**src/rtl/ddr_onchip_frame_reader.sv**
```systemverilog
// Streams one FRAME_W x FRAME_H RGB frame out of a byte-wide on-chip RAM.
// Each pixel is three consecutive bytes (R, G, B) read with 1-cycle latency.
module ddr_onchip_frame_reader #(
  parameter int FRAME_W   = 100,
  parameter int FRAME_H   = 60,
  parameter int BASE_ADDR = 0
) (
  input  logic        clk,
  input  logic        reset_n,
  input  logic        start,
  output logic        busy,
  output logic        done,
  output logic [14:0] mem_address,
  output logic        mem_chipselect,
  output logic        mem_write,
  output logic [7:0]  mem_writedata,
  output logic        mem_clken,
  input  logic [7:0]  mem_readdata,
  output logic [23:0] src_data,
  output logic        src_valid,
  input  logic        src_ready,
  output logic        src_sop,
  output logic        src_eop
);

  localparam int unsigned NPIX  = FRAME_W * FRAME_H;
  localparam int          PIX_W = (NPIX > 1) ? $clog2(NPIX) : 1;

  localparam logic [14:0]      ADDR0    = 15'(BASE_ADDR);
  localparam logic [PIX_W-1:0] LAST_PIX = PIX_W'(NPIX - 1);

  typedef enum logic [2:0] {
    IDLE,
    F0,
    F1,
    F2,
    WAIT,
    VALID,
    DONE
  } state_t;

  state_t           state_q, state_d;
  logic [PIX_W-1:0] pix_q, pix_d;
  logic [14:0]      addr_q, addr_d;
  logic [23:0]      data_q, data_d;

  logic last_pix;
  assign last_pix = (pix_q == LAST_PIX);

  // NOTE: every variable gets its hold value before the case statement, so no
  // path through the block leaves it unassigned and no latch is inferred.
  always_comb begin
    state_d = state_q;
    pix_d   = pix_q;
    addr_d  = addr_q;
    data_d  = data_q;
    unique case (state_q)
      IDLE: begin
        if (start) begin
          state_d = F0;
          pix_d   = '0;
          addr_d  = ADDR0;
        end
      end
      F0: begin
        state_d = F1;
        addr_d  = addr_q + 15'd1;
      end
      // The byte addressed in the previous state is on mem_readdata now.
      F1: begin
        state_d        = F2;
        addr_d         = addr_q + 15'd1;
        data_d[23:16]  = mem_readdata;
      end
      F2: begin
        state_d       = WAIT;
        data_d[15:8]  = mem_readdata;
      end
      WAIT: begin
        state_d      = VALID;
        data_d[7:0]  = mem_readdata;
      end
      VALID: begin
        if (src_ready) begin
          if (last_pix) begin
            state_d = DONE;
          end else begin
            state_d = F0;
            pix_d   = pix_q + PIX_W'(1);
            addr_d  = addr_q + 15'd1;
          end
        end
      end
      DONE:    state_d = IDLE;
      default: state_d = IDLE;
    endcase
  end

  // NOTE: state registers use non-blocking assignments so every flop samples
  // the pre-edge values, independent of process evaluation order.
  always_ff @(posedge clk or negedge reset_n) begin
    if (!reset_n) begin
      state_q <= IDLE;
      pix_q   <= '0;
      addr_q  <= '0;
      data_q  <= '0;
    end else begin
      state_q <= state_d;
      pix_q   <= pix_d;
      addr_q  <= addr_d;
      data_q  <= data_d;
    end
  end

  // Outputs decode the registered state only, so reset clears them at once.
  assign busy           = (state_q != IDLE) && (state_q != DONE);
  assign done           = (state_q == DONE);
  assign mem_chipselect = (state_q == F0) || (state_q == F1) || (state_q == F2);
  assign mem_address    = addr_q;
  assign mem_write      = 1'b0;
  assign mem_writedata  = 8'h00;
  assign mem_clken      = 1'b1;
  assign src_valid      = (state_q == VALID);
  assign src_data       = data_q;
  assign src_sop        = src_valid && (pix_q == '0);
  assign src_eop        = src_valid && last_pix;

`ifndef SYNTHESIS
  always @(posedge clk) begin
    if (reset_n) begin
      assert (3 * NPIX + BASE_ADDR <= 32768)
        else $error("frame does not fit the 15-bit byte address space");
    end
  end
`endif

endmodule

```
**config.mk**
```make
export PLATFORM = sky130hd
export DESIGN_NAME = ddr_onchip_frame_reader
export DESIGN_NICKNAME = d
export VERILOG_FILES = /design/src/rtl/ddr_onchip_frame_reader.sv
export SDC_FILE = /design/constraint.sdc
export NUM_CORES = 1
export LEC_CHECK = 0
export BUFFER_PORTS_ARGS = -buffer_cell sky130_fd_sc_hd__buf_2
export CORE_UTILIZATION = 58
export CTS_CLUSTER_DIAMETER = 120
export DETAILED_ROUTE_END_ITERATION = 8
export PLACE_DENSITY = 0.85
export SYNTH_ARGS = -nofsm -noshare
export SYNTH_HDL_FRONTEND = slang
export SYNTH_SLANG_ARGS = --single-unit
```
**constraint.sdc**
```tcl
create_clock -name clk -period 5.51 [get_ports clk]
set_input_delay 1.102 -clock clk [delete_from_list [all_inputs] [get_ports clk]]
set_output_delay 1.102 -clock clk [all_outputs]
set_load 0.05 [all_outputs]
```
==> results of run 1 <==
==> stage by stage <==
stage / hold WS [ps] / power, mW
6_report: 489.5 / 1.782
5_1_grt: 503.8 / 1.884
4_1_cts: 490.3 / 1.794
3_5_place_dp: 461.2 / 1.566
3_3_place_gp: 453.5 / 1.543
2_1_floorplan: 507.6 / 1.376
==> kinds of logic after synthesis <==
logic type	synth area share, %
flip-flops	47.64
AND/OR/NAND/NOR	22.61
buffers and inverters	6.193
other	0.2599
adder cells (fa/ha/maj)	1.299
XOR/XNOR	3.335
multiplexers	7.276
AO/OA/AOI/OAI	11.39
==> per-layer routing <==
metal	track usage (%)	wire, um	share of wire, %	vias up
met3	6.906	457	7.6	7
met2	38.21	2724	45	96
li1	-	-	-	1127
met5	0	0	0	-
met4	8.279	58	0.97	0
met1	33.52	2762	46	1114
==> how the worst min path moves through the flow <==
stage / end / slack [ps] / cells after the start
detailed placement: src_data[20]$_DFFE_PN0P_ / 460 / 2
global route: src_data[16]$_DFFE_PN0P_ / 500 / 2
global placement: src_data[20]$_DFFE_PN0P_ / 450 / 2
CTS: src_data[20]$_DFFE_PN0P_ / 490 / 2
finish: src_data[20]$_DFFE_PN0P_ / 490 / 2
floorplan: pix_q[0]$_DFFE_PN0P_ / 510 / 1
==> placed cells by master, fill, tap and decap left out, drive strengths merged, types with 3 or more instances in the layout <==
master  netlist  final
clkbuf        4      5
a31o          3      3
a21oi         8      8
nor2         21     21
or3           4      4
and2          3      3
nor3         12     12
nand3        15     15
nor4          6      6
xnor2        11     11
o22ai         3      3
nand4         3      3
inv          11     11
nand2        50     50
dfrtp        55     55
ha            3      3
o31ai         5      5
o21ai        16     16
conb          2     10
mux2         16     16
buf          17     58
mux2i         3      3
==> final cells by class <==
cell class	count	area (sq um)
clock inverter	3	25.02
sequential	55	1376
inverter	11	41.29
multi-input combinational	219	1364
fill	386	1500
timing repair buffer	58	295.3
clock buffer	5	68.82
tap	67	83.83
==> cell usage after synthesis, types with 3 or more instances <==
cell type / n
o31ai_1: 5
nand2_1: 50
nand4_1: 3
mux2_2: 16
dfrtp_1: 55
and2_1: 3
nor3_1: 11
o22ai_1: 3
clkbuf_1: 4
o21ai_0: 14
buf_4: 10
or3_1: 3
a31o_2: 3
xnor2_1: 11
buf_2: 5
a21oi_1: 7
nor4_1: 5
ha_1: 3
mux2i_1: 3
inv_1: 11
nand3_1: 15
nor2_1: 21
==> flip-flops by register name (all words and copies together) (netlist names) <==
| signal | count |
|---|---|
| pix_q | 13 |
| mem_address | 15 |
| src_data | 24 |
| state_q | 3 |
==> power by group through the flow <==
| stage | clock network [mW] | logic (mW) | registers, mW |
|---|---|---|---|
| 2_1_floorplan | 0 | 0.430 | 0.946 |
| 3_3_place_gp | 0 | 0.920 | 0.624 |
| 3_5_place_dp | 0 | 0.936 | 0.630 |
| 4_1_cts | 0.233 | 0.935 | 0.625 |
| 5_1_grt | 0.248 | 0.992 | 0.644 |
| 6_report | 0.226 | 0.929 | 0.627 |
==> worst max-delay path: cells and delay by family, from the launching register on <==
kind / cells / cell delay (ps)
simple gates: 4 / 830
flops: 1 / 770
buf+inv: 1 / 300
==> summary.txt, run 1 <==
Run status
  – Outcome: complete, no violations

Route
  – WL/cell: roughly 14 um
  – Drt first-iter violations: 186
  – Vias/cell: roughly 5.6
  – DRT antenna net count: 0
  – Final wirelength: 6002 um
  – Vias post-DR: ~2,300
  – DRT Pass-1 Iters: 4
  – DR DRC count: 0

Power
  – Power share of the clock group: between 10 and 15%
  – Pleak: roughly 1.5 nW
  – Switching Fraction: a little over half
  – Seq pwr share: roughly a third
  – Comb pwr share: a little over half
  – PD cells: between 500 and 600 nW/um^2
  – VDD IR max: about 0.00050 V
  – Cell Int Power: 846.4 uW
  – Sw Pwr: 935.9 uW

Timing
  – Clock Skew: between 6 and 7 ps
  – Max Slew Vio Count: 0
  – Period utilisation layout: about 60%
  – TNS Setup: 0 ps
  – Final setup fails: 0
  – Worst-Margin Slew: 1142 ps
  – Post-layout worst setup margin: approximately 2200 ps
  – Min cycle time layout: around 3300 ps
  – Fmax: a little over 0.3 GHz
  – Hold Violations, Final: 0
  – RSZ-0062 raised after global routing: no
  – Rel. slew slack: 23.30%

Placement
  – IO Port Bufs: 56
  – Placed Area: between 3000 and 4000 sq um
  – Hpwl dp: 4195 um
  – Placed cell count: just over 400
  – Routability cong.: 0.8185
  – DP Worst Slack: ~2600 ps

Synthesis
  – Most used flip-flop cell after synthesis: dfrtp_1
  – Seq/Total Area, Yosys: 47.64%
  – Post-synthesis register bit count: between 50 and 60
  – Ys async rst share: 100.0%
  – Synthesized area: just under 3000 sq um
  – Mapped Cells: 298
  – Synth area leaders: dfrtp_1 (48%), nand2_1 (6.5%), mux2_2 (6.2%), xnor2_1 (3.3%), nor2_1 (2.7%)
  – Synth area leader: dfrtp_1
  – Syn Area/Cell: roughly 9.7 sq um
  – Ys Warns: 0
  – EDFF count, synth: 0
  – Yosys cell types: 50
  – Top cell type's share of synthesized area: 47.64%

Critical path
  – Worst R2R End: mem_address[3]$_DFFE_PN0P_
  – Crit path capture: src_sop
  – Setup crit start kind: flip-flop
  – Worst-path fanout max: 23
  – Element type at the critical path end: output port
  – Critical path's largest stage delay: just under 800 ps
  – Crit path required time: ~4400 ps
  – CP Cell Sequence: nor2b_1 > and2_1 > nand4_1 > nor4_1 > buf_2
  – Worst r2r src: state_q[0]$_DFFE_PN0P_
  – Crit. Startpoint: state_q[0]$_DFFE_PN0P_
  – WP data arrival: 2210 ps
  – Crit-path slowest cell: dfrtp_1
  – CP Class: reg2out
  – Reg2reg setup slack: between 2000 and 3000 ps
  – Worst reg-to-reg path cell count: 5

Die
  – Initial Util: around 61%
  – Site Rows: 25
  – IO Pins: 67
  – Core area: around 4800 sq um
  – Die area: 5267 sq um
  – Die height: slightly above 70 um
  – Die width: 72.58 um

GRT
  – Pin count of the biggest net entering global routing: 56
  – Vias in the first global route: about 2,200
  – First-pass GRT wire length: roughly 10,000 um
  – Remaining global-route overflow: 0
  – Initial antenna violation count: 0
  – Total track usage: 24.62%

Final layout
  – Layout Utilization: between 60% and 70%
  – Non-Filler Instances: 418
  – Final instance area: 3254 sq um
  – Area Growth Syn to Fin: 12.65%
  – Antenna cells: 0
  – Layout cells sized above 1: a little over a quarter
  – # nets final: between 300 and 400

CTS
  – # hold bufs at CTS: 0
  – Clock-pin slew on the worst setup and hold paths: around 100 ps
  – Clk_lat worst skew: approximately 310 ps
  – Clk sinks: between 50 and 60
  – Max clock buf depth: 2
  – Max H-tree Level: 2
  – CTS tree: built
  – Postcts setup bufs: 0
  – Post-CTS sizing: 0
  – CTS Buf Count: 5
  – Root Buffer: clkbuf_8

Min path
  – Worst Hold Class: reg2reg
  – Hold path start: src_data[20]$_DFFE_PN0P_

Job
  – Max capacitance violation total: 0
Note: power is estimated with default switching activity, not from simulation.
==> run 2, diff against run 1 <==
--- a/config.mk
+++ b/config.mk
@@ -6,10 +6,10 @@
 export NUM_CORES = 1
 export LEC_CHECK = 0
 export BUFFER_PORTS_ARGS = -buffer_cell sky130_fd_sc_hd__buf_2
-export CORE_UTILIZATION = 58
+export CORE_UTILIZATION = 54
 export CTS_CLUSTER_DIAMETER = 120
 export DETAILED_ROUTE_END_ITERATION = 8
-export PLACE_DENSITY = 0.85
+export PLACE_DENSITY = 0.8
 export SYNTH_ARGS = -nofsm -noshare
 export SYNTH_HDL_FRONTEND = slang
 export SYNTH_SLANG_ARGS = --single-unit
==> constraint.sdc (replaced) <==
create_clock -name clk -period 3.2 [get_ports clk]
set_input_delay 0.64 -clock clk [delete_from_list [all_inputs] [get_ports clk]]
set_output_delay 0.64 -clock clk [all_outputs]
set_load 0.05 [all_outputs]
==> run 2 against run 1 <==
  * Global-route usage decreased by 0.94 points
  * Sequential share of layout area fell by 0.91 points
  * Combinational power is 77% higher
  * Total power rose by 83%
  * Final cell count is 1.4% higher
  * Sequential cell count unchanged
  * Utilization down 3.7 points
  * Clock power up 140%
  * Worst hold slack got worse by 180 ps
  * Sequential power is 72% higher
  * Design area rose by 2.2%
==> summary.txt, run 2 (same netlist as run 1, synthesis figures left out) <==
Route
  – Max layer used: met4
  – DR DRC count: 0 (unchanged)
  – DRT Pass-1 Iters: 4 (unchanged)
  – Final wirelength: 6296 um (+4.9%)
  – DRT antenna net count: 0 (unchanged)
  – Vias post-DR: 2,335 (-0.38%)
  – M1 WL: 2810 um (+1.7%)
  – Met3 Routed Length: 369 um (-19%)
  – WL/cell: 14.85 um (+3.4%)
  – Vias/cell: 5.507 (-1.8%)
  – Drt first-iter violations: 220 (+18%)
  – Detail Route met2 WL: 3012 um (+11%)

Timing
  – Max Slew Vio Count: 0 (unchanged)
  – WHS: 311.8 ps (-177.7 ps)
  – RSZ-0062 raised after global routing: no
  – Hold Violations, Final: 0 (unchanged)
  – Min cycle time layout: 2834 ps
  – Clock Skew: 4.360 ps (-1.801 ps)
  – Post-layout worst setup margin: 366.5 ps (-1829 ps)
  – Rel. slew slack: 52.52% (+29 points)
  – TNS Setup: 0 ps (unchanged)
  – Worst-Margin Slew: 708.3 ps (-433.4 ps)
  – Period utilisation layout: roughly nine tenths
  – Fmax: 0.3529 GHz
  – Final setup fails: 0 (unchanged)

Placement
  – DP Worst Slack: 734.6 ps (-1856 ps)
  – Hpwl dp: 4466 um (+6.5%)
  – Routability cong.: 0.8203 (+0.22%)
  – IO Port Bufs: 56 (unchanged)

Die
  – Die area: 5647 sq um (+7.2%)
  – Die width: 75.15 um (+3.5%)
  – Die height: 75.15 um (+3.5%)
  – IO Pins: 67 (unchanged)
  – Site Rows: 26 (+4.0%)
  – Initial Util: 56.21% (-4.6 points)
  – Core area: 5140 sq um (+8.1%)

CTS
  – Max H-tree Level: 2 (unchanged)
  – Post-CTS sizing: 0 (unchanged)
  – # hold bufs at CTS: 0 (unchanged)
  – Max clock buf depth: 2 (unchanged)
  – Clk_lat worst skew: 310 ps (about the same)
  – Postcts setup bufs: 0 (unchanged)
  – CTS tree: built
  – CTS Buf Count: 5 (unchanged)
  – Root Buffer: clkbuf_8
  – Clk sinks: 55 (unchanged)
  – Clock-pin slew on the worst setup and hold paths: 100 ps (about the same)

Run status
  – Outcome: complete, no violations

Final layout
  – Area Growth Syn to Fin: 15.11%
  – Layout cells sized above 1: 27.68% (+0.62 points)
  – Most common cell after layout, fill and taps aside: buf_2
  – # nets final: 368 (+0.82%)
  – Max FFs per register: 24 (unchanged)
  – Most frequent cells in the layout: buf_2 (56), dfrtp_1 (55), nand2_1 (50)
  – Antenna cells: 0 (unchanged)
  – Layout Utilization: 64.70% (-3.7 points)

GRT
  – Initial antenna violation count: 0 (unchanged)
  – Total track usage: 23.68% (-0.94 points)
  – First-pass GRT wire length: 9846 um (-1.7%)
  – Vias in the first global route: 2,072 (-5.4%)
  – Remaining global-route overflow: 0 (unchanged)
  – Pin count of the biggest net entering global routing: 31 (-45%)

Job
  – Max capacitance violation total: 0 (unchanged)

Critical path
  – WP data arrival: 2190 ps (-20 ps)
  – Element type at the critical path end: output port
  – Crit-path leading delay family: simple AND/OR/NAND/NOR gates
  – Setup crit start kind: flip-flop
  – Worst-path fanout max: 23 (unchanged)
  – Critical path's largest stage delay: 770 ps (about the same)
  – Worst r2r src: state_q[0]$_DFFE_PN0P_
  – Crit path required time: 2560 ps (-1850 ps)
  – Crit. Startpoint: state_q[0]$_DFFE_PN0P_
  – CP Cell Sequence: nor2b_1 > and2_1 > nand4_1 > nor4_2 > buf_2
  – Crit-path slowest cell: dfrtp_1
  – CP Class: reg2out
  – Reg2reg setup slack: 670 ps (-2280 ps)
  – Buf+Inv Stages, Crit Path: 1 (unchanged)

Power
  – PD cells: 980.3 nW/um^2 (+79%)
  – VDD IR max: 0.0008593 V (+71%)
  – Pleak: 1.534 nW (+2.5%)
  – Tot Pwr: 3.260 mW (+83%)

Min path
  – Worst Hold Class: in2async
## run 2: where the power goes
| group | switching, mW | leakage, nW | internal [mW] |
|---|---|---|---|
| Clock | 0.229 | 0.0654 | 0.313 |
| Sequential | 0.187 | 0.712 | 0.894 |
| Combinational | 1.21 | 0.757 | 0.427 |
| Total | 1.63 | 1.53 | 1.63 |
## run 2: worst register-to-register path, delay by kind of cell (launching register included)
kind	cells	cell delay [ps]
AND/OR/NAND/NOR	2	900
AO/OA/AOI/OAI	3	790
flip-flops	1	770
## run 2: path summary, 6_finish.rpt
check                      cells after the start                           to
setup / recovery                               5                      src_sop
hold reg to reg                                2     src_data[21]$_DFFE_PN0P_
hold / removal                                 2  mem_address[14]$_DFFE_PN0P_
max in group asynchronous                      2       state_q[1]$_DFFE_PN0P_
min in group clk                               2     src_data[21]$_DFFE_PN0P_
setup reg to reg                               5   mem_address[5]$_DFFE_PN0P_
## run 2: per-layer routing
| metal | track usage (%) | vias up |
|---|---|---|
| li1 | - | 1128 |
| met1 | 31.99 | 1119 |
| met2 | 37.64 | 78 |
| met3 | 5.489 | 10 |
| met4 | 8.642 | 0 |
| met5 | 0 | - |
## run 2: cell type report
type                       count  area [sq um]
sequential                    55          1376
multi-input combinational    219          1370
inverter                      11         41.29
fill                         446          1814
clock inverter                 2         60.06
timing repair buffer          61         317.8
tap                           70         87.58
clock buffer                   6         72.57
## run 2: stage by stage
step / cells / instance area (sq um)
floorplan: 306 / 2925
finish: 424 / 3326
global placement: 416 / 3193
global route: 424 / 3326
detailed placement: 416 / 3193
CTS: 424 / 3326
==> run 3, diff against run 2 <==
--- a/config.mk
+++ b/config.mk
@@ -5,8 +5,9 @@
 export SDC_FILE = /design/constraint.sdc
 export NUM_CORES = 1
 export LEC_CHECK = 0
+export ABC_AREA = 1
 export BUFFER_PORTS_ARGS = -buffer_cell sky130_fd_sc_hd__buf_2
-export CORE_UTILIZATION = 54
+export CORE_UTILIZATION = 55
 export CTS_CLUSTER_DIAMETER = 120
 export DETAILED_ROUTE_END_ITERATION = 8
 export PLACE_DENSITY = 0.8
==> run 3 against run 2 <==
  * Critical endpoint is now src_eop
  * Maximum frequency rose by 23%
  * Area after synthesis rose by 7.8%
  * Die area rose by 5.6%
  * Clock skew rose by 5.4 ps
  * Largest power group unchanged
  * Critical path depth rose by 1
  * Design area rose by 4.6%
  * Non-clock buffer count fell by 3
  * Critical path type unchanged
  * Largest cell class is now multi-input gates
  * Worst hold slack got worse by 170 ps
  * Setup slack improved by 530 ps
==> summary.txt, run 3 <==
Power
  – PD cells: 884.0 nW/um^2 (-9.8%)
  – VDD IR max: 0.0008763 V (+2.0%)
  – Pleak: 1.765 nW (+15%)

Placement
  – Hpwl dp: 4654 um (+4.2%)
  – IO Port Bufs: 56 (unchanged)
  – Placed cell count: 523 (+26%)
  – Routability cong.: 0.8760 (+6.8%)

Critical path
  – Setup crit start kind: flip-flop
  – CP Cell Sequence: ha_1 > nand3_1 > inv_1 > nand4_1 > nor2_1 > buf_2
  – Critical path's largest stage delay: 400 ps (-370 ps)
  – Worst reg-to-reg path cell count: 8 (+3)
  – WP data arrival: 1660 ps (-530 ps)
  – Crit path required time: 2560 ps (about the same)
  – Crit-path slowest cell: dfrtp_1
  – Worst-path fanout max: 4 (-83%)
  – CP Class: reg2out
  – Element type at the critical path end: output port

GRT
  – First-pass GRT wire length: 11,140 um (+13%)
  – Initial antenna violation count: 0 (unchanged)
  – Remaining global-route overflow: 0 (unchanged)
  – Pin count of the biggest net entering global routing: 28 (-9.7%)
  – Total track usage: 23.04% (-0.64 points)
  – Vias in the first global route: 2,563 (+24%)

Final layout
  – Non-Filler Instances: 531 (+25%)
  – Area Growth Syn to Fin: 11.78%
  – Most common cell after layout, fill and taps aside: nand2_1
  – Fill cells: 497 (+11%)
  – # nets final: 473 (+29%)
  – Antenna cells: 0 (unchanged)
  – Max FFs per register: 24 (unchanged)
  – Layout cells sized above 1: 20.92% (-6.8 points)
  – Most frequent cells in the layout: nand2_1 (124), buf_2 (56), dfrtp_1 (55)

Die
  – Die height: 77.23 um (+2.8%)
  – Die width: 77.23 um (+2.8%)
  – IO Pins: 67 (unchanged)
  – Site Rows: 27 (+3.8%)
  – Initial Util: 56.88% (+0.67 points)
  – Core area: 5473 sq um (+6.5%)
  – Die area: 5964 sq um (+5.6%)

Min path
  – Worst Hold Class: in2async

Synthesis
  – Post-synthesis register bit count: 55 (unchanged)
  – Seq/Total Area, Yosys: 44.21% (-3.4 points)
  – Ys Warns: 0 (unchanged)
  – Synth area leader: dfrtp_1
  – Top cell type's share of synthesized area: 44.21% (-3.4 points)
  – Ys async rst share: 100.0% (unchanged)
  – Most used flip-flop cell after synthesis: dfrtp_1
  – Post-synth top cells: nand2_1 (124), dfrtp_1 (55), nor2_1 (41)
  – Synth area leaders: dfrtp_1 (44%), nand2_1 (15%), o21ai_0 (5.0%), nor2_1 (4.9%), nand3_1 (4.5%)
  – EDFF count, synth: 0 (unchanged)
  – Yosys cell types: 31 (-38%)
  – Synthesized area: 3113 sq um (+7.8%)
  – Cell with the most instances after synthesis: nand2_1
  – Syn Area/Cell: 7.705 sq um (-21%)
  – Mapped Cells: 404 (+36%)

Timing
  – Max Slew Vio Count: 0 (unchanged)
  – TNS Setup: 0 ps (unchanged)
  – Clock Skew: 9.805 ps (+5.445 ps)
  – RSZ-0062 raised after global routing: no
  – Worst-Margin Slew: 595.0 ps (-113.3 ps)
  – Fmax: 0.4347 GHz (+23%)
  – Hold Violations, Final: 0 (unchanged)
  – Rel. slew slack: 60.22% (+7.7 points)
  – Min cycle time layout: 2300 ps (-533.1 ps)
  – Period utilisation layout: 71.89% (-17 points)
  – Final setup fails: 0 (unchanged)

Route
  – Vias/cell: 5.081 (-7.7%)
  – Final wirelength: 6372 um (+1.2%)
  – Vias post-DR: 2,698 (+16%)
  – Drt first-iter violations: 164 (-25%)
  – M1 WL: 3047 um (+8.4%)
  – Max layer used: met4
  – DRT Pass-1 Iters: 4 (unchanged)
  – Met3 Routed Length: 344 um (-6.8%)
  – DR DRC count: 0 (unchanged)
  – WL/cell: 12.00 um (-19%)
  – Detail Route met2 WL: 2907 um (-3.5%)
  – DRT antenna net count: 0 (unchanged)

CTS
  – # hold bufs at CTS: 0 (unchanged)
  – Post-CTS sizing: 0 (unchanged)
  – Max clock buf depth: 2 (unchanged)
  – CTS tree: built
  – Max H-tree Level: 2 (unchanged)
  – Postcts setup bufs: 0 (unchanged)
  – Clock-pin slew on the worst setup and hold paths: 90 ps (about the same)
  – CTS Buf Count: 5 (unchanged)
  – Clk_lat worst skew: 310 ps (about the same)
  – Root Buffer: clkbuf_8
  – Clk sinks: 55 (unchanged)

Run status
  – Outcome: complete, no violations

Job
  – Max capacitance violation total: 0 (unchanged)
## run 3: cell count changes after synthesis, moves of 9 or more
cell,before,now
o21ai_2,0,12
nand2_1,50,124
nand3_1,15,28
inv_1,11,37
nor2_1,21,41
mux2_2,16,0
nor3_1,11,2
xnor2_1,11,2
xor2_1,0,10
o21ai_0,14,31
## run 3: cell families after synthesis
family | share of synthesized area (%)
xor+xnor | 3.376
simple gates | 30.71
fa+ha+maj | 1.206
buf+inv | 9.767
compound gates | 10.49
other cells | 0.2412
flops | 44.21
## run 3: layout make-up
cell class / count / area (sq um) / share of cell area, %
multi-input combinational: 296 / 1463 / 42.04
clock buffer: 7 / 86.33 / 2.481
clock inverter: 1 / 8.758 / 0.2517
sequential: 55 / 1376 / 39.55
inverter: 42 / 160.2 / 4.603
tap: 72 / 90.09 / 2.589
timing repair buffer: 58 / 295.3 / 8.486
## run 3: through the flow
stage / area, sq um / worst slack [ps] / hold WS (ps) / utilization [%] / power, mW
CTS: 3480 / 890.1 / 139.1 / 63.58 / 3.097
global route: 3480 / 684.4 / 140.3 / 63.58 / 3.276
detailed placement: 3385 / 1233 / 468.2 / 61.84 / 2.697
floorplan: 3143 / 341.0 / 344.4 / - / 2.413
finish: 3480 / 899.6 / 137.5 / 63.58 / 3.076
global placement: 3385 / 1270 / 464.0 / 61.84 / 2.658
## run 3: worst paths after layout
kind	start	endpoint	slack, ps
max in group asynchronous	reset_n	src_data[17]$_DFFE_PN0P_	2520
min in group clk	src_data[8]$_DFFE_PN0P_	src_data[8]$_DFFE_PN0P_	480
min	reset_n	pix_q[12]$_DFFE_PN0P_	140
min reg2reg	src_data[8]$_DFFE_PN0P_	src_data[8]$_DFFE_PN0P_	480
max reg2reg	state_q[1]$_DFFE_PN0P_	pix_q[7]$_DFFE_PN0P_	1400
max	pix_q[1]$_DFFE_PN0P_	src_eop	900
## run 3: metal layers
| metal | GRT usage (%) | up-vias |
|---|---|---|
| li1 | - | 1366 |
| met1 | 30.57 | 1235 |
| met2 | 37.61 | 87 |
| met3 | 3.810 | 10 |
| met4 | 8.868 | 0 |
| met5 | 0 | - |
## run 3: power breakdown
| part | leakage [nW] | switching (mW) | internal [mW] |
|---|---|---|---|
| clock | 0.0484 | 0.217 | 0.178 |
| sequential | 0.720 | 0.147 | 0.888 |
| combinational | 0.997 | 1.30 | 0.342 |
## run 3: critical path, delay by kind of cell, from the launching register on
| family | cells | cell delay, ps |
|---|---|---|
| flops | 1 | 400 |
| simple gates | 3 | 350 |
| buf+inv | 2 | 410 |
| fa+ha+maj | 1 | 200 |
